## config.mk

```make
export PLATFORM = sky130hd
export DESIGN_NAME = core_apb_mst_flat
export DESIGN_NICKNAME = d
export VERILOG_FILES = /design/src/rtl/core_apb_mst_if.sv /design/src/rtl/core_apb_mst.sv /design/src/flat_wrapper.sv
export SDC_FILE = /design/constraint.sdc
export NUM_CORES = 1
export LEC_CHECK = 0
export ABC_AREA = 1
export BUFFER_PORTS_ARGS = -buffer_cell sky130_fd_sc_hd__buf_2
export CELL_PAD_IN_SITES_DETAIL_PLACEMENT = 1
export CELL_PAD_IN_SITES_GLOBAL_PLACEMENT = 2
export CORE_MARGIN = 2
export CORE_UTILIZATION = 27
export CTS_BUF_LIST = sky130_fd_sc_hd__clkbuf_4 sky130_fd_sc_hd__clkbuf_8 sky130_fd_sc_hd__clkbuf_16
export CTS_CLUSTER_DIAMETER = 150
export DETAILED_ROUTE_END_ITERATION = 8
export PLACE_DENSITY = 0.89
export SLEW_MARGIN = 20
export SYNTH_ARGS = -nofsm -noshare
export SYNTH_HDL_FRONTEND = slang
export SYNTH_SLANG_ARGS = --single-unit
```

## constraint.sdc

```tcl
create_clock -name clk -period 2.6 [get_ports clk]
set_input_delay 0.39 -clock clk [delete_from_list [all_inputs] [get_ports clk]]
set_output_delay 0.39 -clock clk [all_outputs]
set_load 0.005 [all_outputs]
```

## src/rtl/core_apb_mst_if.sv

```systemverilog
// APB3/APB4 bus interface shared by core_apb_mst and the core-local APB splitter.
// The master modport drives the request side; the slave modport returns data and status.
interface apb_intf;
  logic        psel;
  logic        penable;
  logic [31:0] paddr;
  logic        pwrite;
  logic [3:0]  pstrb;
  logic [2:0]  pprot;
  logic [31:0] pwdata;
  logic [31:0] prdata;
  logic        pready;
  logic        pslverr;

  modport master (
    output psel, penable, paddr, pwrite, pstrb, pprot, pwdata,
    input  prdata, pready, pslverr
  );

  modport slave (
    input  psel, penable, paddr, pwrite, pstrb, pprot, pwdata,
    output prdata, pready, pslverr
  );
endinterface

```

## src/rtl/core_apb_mst.sv

```systemverilog
// APB initiator for the uncached MMIO path. It handles one transfer at a time through IDLE/SETUP/ACCESS/RESP.
// Optional ACCESS timeout abort: define CORE_APB_MST_TIMEOUT_EN.
module core_apb_mst #(
  parameter int unsigned TIMEOUT_CYCLES = 1024
) (
  input  logic        clk,
  input  logic        rstn,
  input  logic        req_valid,
  output logic        req_ready,
  input  logic [31:0] req_addr,
  input  logic        req_write,
  input  logic [3:0]  req_strb,
  input  logic [2:0]  req_prot,
  input  logic [31:0] req_wdata,
  output logic        rsp_valid,
  input  logic        rsp_ready,
  output logic [31:0] rsp_rdata,
  output logic        rsp_err,
  apb_intf.master     m_apb
);

  typedef enum logic [1:0] {IDLE, SETUP, ACCESS, RESP} state_e;

  state_e      state_q;
  logic        psel_q;
  logic        penable_q;
  logic [31:0] paddr_q;
  logic        pwrite_q;
  logic [3:0]  pstrb_q;
  logic [2:0]  pprot_q;
  logic [31:0] pwdata_q;
  logic        rsp_valid_q;
  logic [31:0] rsp_rdata_q;
  logic        rsp_err_q;
  logic        timeout_hit;

`ifdef CORE_APB_MST_TIMEOUT_EN
  localparam int unsigned CntW = $clog2(TIMEOUT_CYCLES + 1);

  logic [CntW-1:0] cnt_q;
  logic [CntW-1:0] cnt_d;

  always_comb begin
    cnt_d = cnt_q;
    if (state_q == SETUP) begin
      cnt_d = '0;
    end else if (state_q == ACCESS && !m_apb.pready) begin
      cnt_d = cnt_q + CntW'(1);
    end
  end

  // A pready in the same cycle as the limit wins, so the abort is qualified by !pready.
  assign timeout_hit = (state_q == ACCESS) && !m_apb.pready &&
                       (cnt_q == CntW'(TIMEOUT_CYCLES - 1));

  always_ff @(posedge clk or negedge rstn) begin
    if (!rstn) begin
      cnt_q <= '0;
    end else begin
      cnt_q <= cnt_d;
    end
  end
`else
  assign timeout_hit = 1'b0;
`endif

  always_ff @(posedge clk or negedge rstn) begin
    if (!rstn) begin
      state_q     <= IDLE;
      psel_q      <= 1'b0;
      penable_q   <= 1'b0;
      paddr_q     <= '0;
      pwrite_q    <= 1'b0;
      pstrb_q     <= '0;
      pprot_q     <= '0;
      pwdata_q    <= '0;
      rsp_valid_q <= 1'b0;
      rsp_rdata_q <= '0;
      rsp_err_q   <= 1'b0;
    end else begin
      case (state_q)
        IDLE: begin
          if (req_valid) begin
            paddr_q  <= req_addr;
            pwrite_q <= req_write;
            pstrb_q  <= req_write ? req_strb : 4'h0;
            pprot_q  <= req_prot;
            pwdata_q <= req_wdata;
            psel_q   <= 1'b1;
            state_q  <= SETUP;
          end
        end
        SETUP: begin
          penable_q <= 1'b1;
          state_q   <= ACCESS;
        end
        ACCESS: begin
          if (m_apb.pready) begin
            rsp_rdata_q <= pwrite_q ? 32'h0 : m_apb.prdata;
            rsp_err_q   <= m_apb.pslverr;
            psel_q      <= 1'b0;
            penable_q   <= 1'b0;
            rsp_valid_q <= 1'b1;
            state_q     <= RESP;
          end else if (timeout_hit) begin
            rsp_rdata_q <= 32'hdeadbeef;
            rsp_err_q   <= 1'b1;
            psel_q      <= 1'b0;
            penable_q   <= 1'b0;
            rsp_valid_q <= 1'b1;
            state_q     <= RESP;
          end
        end
        RESP: begin
          if (rsp_ready) begin
            rsp_valid_q <= 1'b0;
            state_q     <= IDLE;
          end
        end
        default: state_q <= IDLE;
      endcase
    end
  end

  assign req_ready     = (state_q == IDLE);
  assign rsp_valid     = rsp_valid_q;
  assign rsp_rdata     = rsp_rdata_q;
  assign rsp_err       = rsp_err_q;

  assign m_apb.psel    = psel_q;
  assign m_apb.penable = penable_q;
  assign m_apb.paddr   = paddr_q;
  assign m_apb.pwrite  = pwrite_q;
  assign m_apb.pstrb   = pstrb_q;
  assign m_apb.pprot   = pprot_q;
  assign m_apb.pwdata  = pwdata_q;

endmodule

```

## src/flat_wrapper.sv

```systemverilog
// flat-port wrapper written by rule: the top's interface ports become plain ports
module core_apb_mst_flat 
#(
  parameter int unsigned TIMEOUT_CYCLES = 1024
)
  (clk, rstn, req_valid, req_ready, req_addr, req_write, req_strb, req_prot, req_wdata, rsp_valid, rsp_ready, rsp_rdata, rsp_err, m_apb_psel, m_apb_penable, m_apb_paddr, m_apb_pwrite, m_apb_pstrb, m_apb_pprot, m_apb_pwdata, m_apb_prdata, m_apb_pready, m_apb_pslverr);
  apb_intf m_apb_i ();
  input  logic clk;
  input  logic rstn;
  input  logic req_valid;
  output logic req_ready;
  input  logic [31:0] req_addr;
  input  logic req_write;
  input  logic [3:0] req_strb;
  input  logic [2:0] req_prot;
  input  logic [31:0] req_wdata;
  output logic rsp_valid;
  input  logic rsp_ready;
  output logic [31:0] rsp_rdata;
  output logic rsp_err;
  output wire logic [$bits(m_apb_i.psel)-1:0] m_apb_psel;
  output wire logic [$bits(m_apb_i.penable)-1:0] m_apb_penable;
  output wire logic [$bits(m_apb_i.paddr)-1:0] m_apb_paddr;
  output wire logic [$bits(m_apb_i.pwrite)-1:0] m_apb_pwrite;
  output wire logic [$bits(m_apb_i.pstrb)-1:0] m_apb_pstrb;
  output wire logic [$bits(m_apb_i.pprot)-1:0] m_apb_pprot;
  output wire logic [$bits(m_apb_i.pwdata)-1:0] m_apb_pwdata;
  input wire logic [$bits(m_apb_i.prdata)-1:0] m_apb_prdata;
  input wire logic [$bits(m_apb_i.pready)-1:0] m_apb_pready;
  input wire logic [$bits(m_apb_i.pslverr)-1:0] m_apb_pslverr;
  assign m_apb_psel = m_apb_i.psel;
  assign m_apb_penable = m_apb_i.penable;
  assign m_apb_paddr = m_apb_i.paddr;
  assign m_apb_pwrite = m_apb_i.pwrite;
  assign m_apb_pstrb = m_apb_i.pstrb;
  assign m_apb_pprot = m_apb_i.pprot;
  assign m_apb_pwdata = m_apb_i.pwdata;
  assign m_apb_i.prdata = m_apb_prdata;
  assign m_apb_i.pready = m_apb_pready;
  assign m_apb_i.pslverr = m_apb_pslverr;
  core_apb_mst #(.TIMEOUT_CYCLES(TIMEOUT_CYCLES)) u_core (.clk(clk), .rstn(rstn), .req_valid(req_valid), .req_ready(req_ready), .req_addr(req_addr), .req_write(req_write), .req_strb(req_strb), .req_prot(req_prot), .req_wdata(req_wdata), .rsp_valid(rsp_valid), .rsp_ready(rsp_ready), .rsp_rdata(rsp_rdata), .rsp_err(rsp_err), .m_apb(m_apb_i));
endmodule
```

==> results.json <==
{
  "routabilityCongestion": 0.744,
  "setup-violations-final": 0,
  "power_leakage_uw": 0.00348,
  "drt_iter0_markers": 122,
  "grt_max_degree": 54,
  "synth_top_family_by_area": "simple AND/OR/NAND/NOR gates",
  "dp_slack_ps": 820,
  "antenna_found_initial": 0,
  "yosysWarningCount": 0,
  "start_util_pct": 27.6,
  "critPathMaxFanout": 52,
  "syn_area_per_cell_um2": 8.80,
  "relSlewSlack_pct": 51.1,
  "rsz0062_at_grt": "no",
  "status": "finished clean",
  "ios": 219,
  "grt_pass1_vias": 4325,
  "synth_mux_area_share_pct": 0,
  "worst_slew_pin_slew_ps": 733,
  "whs_ps": 103,
  "synth_cells": 498,
  "setup_slack_ps": 819,
  "p_total_uw": 6740,
  "ant_nets": 0,
  "dp_hpwl_um": 9870,
  "wl_per_cell_um": 14.0,
  "die_area_um2": 17300,
  "cap_violations": 0,
  "cellPowerDensity_nw_per_um2": 1130,
  "synthDistinctLibCells": 14,
  "finalNetCount": 826,
  "gr-total-overflow": 0,
  "htreeDepth": 3,
  "ys_ff_latch": 110,
  "final-max-slew-violation-count": 0,
  "setup-tns-final_ps": 0,
  "peakVddDrop_v": 0.000404,
  "drive_gt1_share_pct": 34.3,
  "hold_path_class": "in -> async",
  "arrival_ps": 1980,
  "cts_sinks": 110,
  "die_y_um": 131,
  "syn_area_um2": 4380,
  "cts_buffers": 9,
  "path_class": "reg -> reg",
  "insertedDiodeCount": 0,
  "post-route-drc-count": 0,
  "clk_pin_slew_ps": 70,
  "core_um2": 15900,
  "area_growth_syn_to_layout_pct": 36.0,
  "cts-root-buf": "clkbuf_16",
  "dr.pass1.iters": 4,
  "clock_latency_ps": 340,
  "hold_viol": 0,
  "postCtsSetupBuffers": 0,
  "portBuffers": 218,
  "yosys.area_share.simple_pct": 26.4,
  "rows": 46,
  "synth_compound_gate_area_share_pct": 4.51,
  "fin_worst_skew_ps": 4.70,
  "synthAdderAreaFrac_pct": 1.71,
  "tritoncts": "done",
  "grt_usage_pct": 15.5,
  "drt_wl_total_um": 13100,
  "cp.required_ps": 2800,
  "grt_pass1_wl_um": 21900,
  "vias": 4034,
  "start_kind": "register",
  "die_width_um": 131,
  "max_freq_ghz": 0.561,
  "endpoint_kind": "register",
  "ys_seq_area_share_pct": 62.8,
  "syn-num-nets": 614,
  "synth-xor-area-share_pct": 0,
  "postCtsResizedCells": 0,
  "period_share_pct": 68.5,
  "via_per_inst": 4.33,
  "fin_crit_ps": 1780,
  "cts_max_path_buffers": 2,
  "holdBufCountCts": 0
}
-- state kept, by name (all words and copies together), names as in the netlist --
name,flops
u_core.rsp_err,1
u_core.m_apb.psel,1
u_core.m_apb.pwdata,32
u_core.m_apb.pprot,3
u_core.rsp_valid,1
u_core.m_apb.pwrite,1
u_core.m_apb.pstrb,4
u_core.m_apb.paddr,32
u_core.m_apb.penable,1
u_core.state_q,2
u_core.rsp_rdata,32
-- stage by stage --
step,instances,cell area [µm²],utilization [%]
after global routing,931,5960,37.5
final,931,5960,37.5
after global placement,915,5670,35.7
after CTS,931,5960,37.5
after floorplan,498,4380,-
after detailed placement,915,5670,35.7
-- power breakdown --
group	leakage (µW)	total (µW)	internal, µW	switching [µW]
clock network	0.000143	1340	718	623
registers	0.00138	2890	2480	413
logic	0.00195	2510	1060	1450
-- final timing paths --
kind	startpoint	to	slack (ps)	cells past startpoint
worst min-delay path	rstn	u_core.rsp_rdata[0]$_DFFE_PN0P_	100	1
max in group asynchronous	rstn	u_core.rsp_rdata[10]$_DFFE_PN0P_	1790	2
worst max register to register	u_core.state_q[0]$_DFFE_PN0P_	u_core.rsp_rdata[2]$_DFFE_PN0P_	820	5
min in group clk	req_addr[12]	u_core.m_apb.paddr[12]$_DFFE_PN0P_	240	3
worst max-delay path	u_core.state_q[0]$_DFFE_PN0P_	u_core.rsp_rdata[2]$_DFFE_PN0P_	820	5
worst min register to register	u_core.m_apb.pprot[2]$_DFFE_PN0P_	u_core.m_apb.pprot[2]$_DFFE_PN0P_	480	2
-- logic make-up after synthesis --
logic type               Yosys count
AND/OR/NAND/NOR                  305
flip-flops                       110
AO/OA/AOI/OAI                     39
buffers and inverters             38
adder cells (fa/ha/maj)            6
-- synth_stat cells --
cell / instances / share of area, %
clkbuf_1: 3 / 0.26
o21bai_1: 1 / 0.17
ha_1: 6 / 1.7
o21ai_0: 38 / 4.3
nand3_1: 3 / 0.34
dfrtp_1: 110 / 63
buf_6: 3 / 0.77
inv_2: 1 / 0.086
nand2_1: 299 / 26
buf_2: 14 / 1.6
buf_4: 5 / 0.86
nand2_2: 1 / 0.14
inv_1: 12 / 1.0
nand4_1: 2 / 0.29
-- cell usage in the layout, fill, tap and decap left out, types with 2 or more instances in the layout --
cell type / synthesis / layout
dfrtp_1: 110 / 110
nand2_2: 1 / 2
buf_2: 14 / 217
ha_1: 6 / 6
clkbuf_16: 0 / 9
nand4_1: 2 / 2
nand3_1: 3 / 3
buf_4: 5 / 8
o21ai_0: 38 / 38
nand2_1: 299 / 298
inv_1: 12 / 12
clkbuf_8: 0 / 2
-- critical path: stages (launching register included) --
cell and delay, ps:
dfrtp_1 410, inv_1 120, ha_1 250, nand2_2 220, buf_4 430, o21ai_0 190
-- layout make-up --
type | count | area (µm²)
Tap cell | 216 | 270
Inverter | 13 | 48.8
Multi-Input combinational cell | 350 | 1430
Timing Repair Buffer | 226 | 1170
Fill cell | 1969 | 9930
Clock buffer | 12 | 260
Clock inverter | 4 | 30.0
Sequential cell | 110 | 2750
-- metal layers --
layer  global-route usage (%)  part of all wire, %  vias to the layer above
met5                        0                    0                        -
met4                     6.34                  2.5                        0
met1                     18.2                   41                     1940
li1                         -                    -                     1940
met2                     26.4                   49                      132
met3                     4.71                  7.3                       22
(Power assumes the default switching activity.)
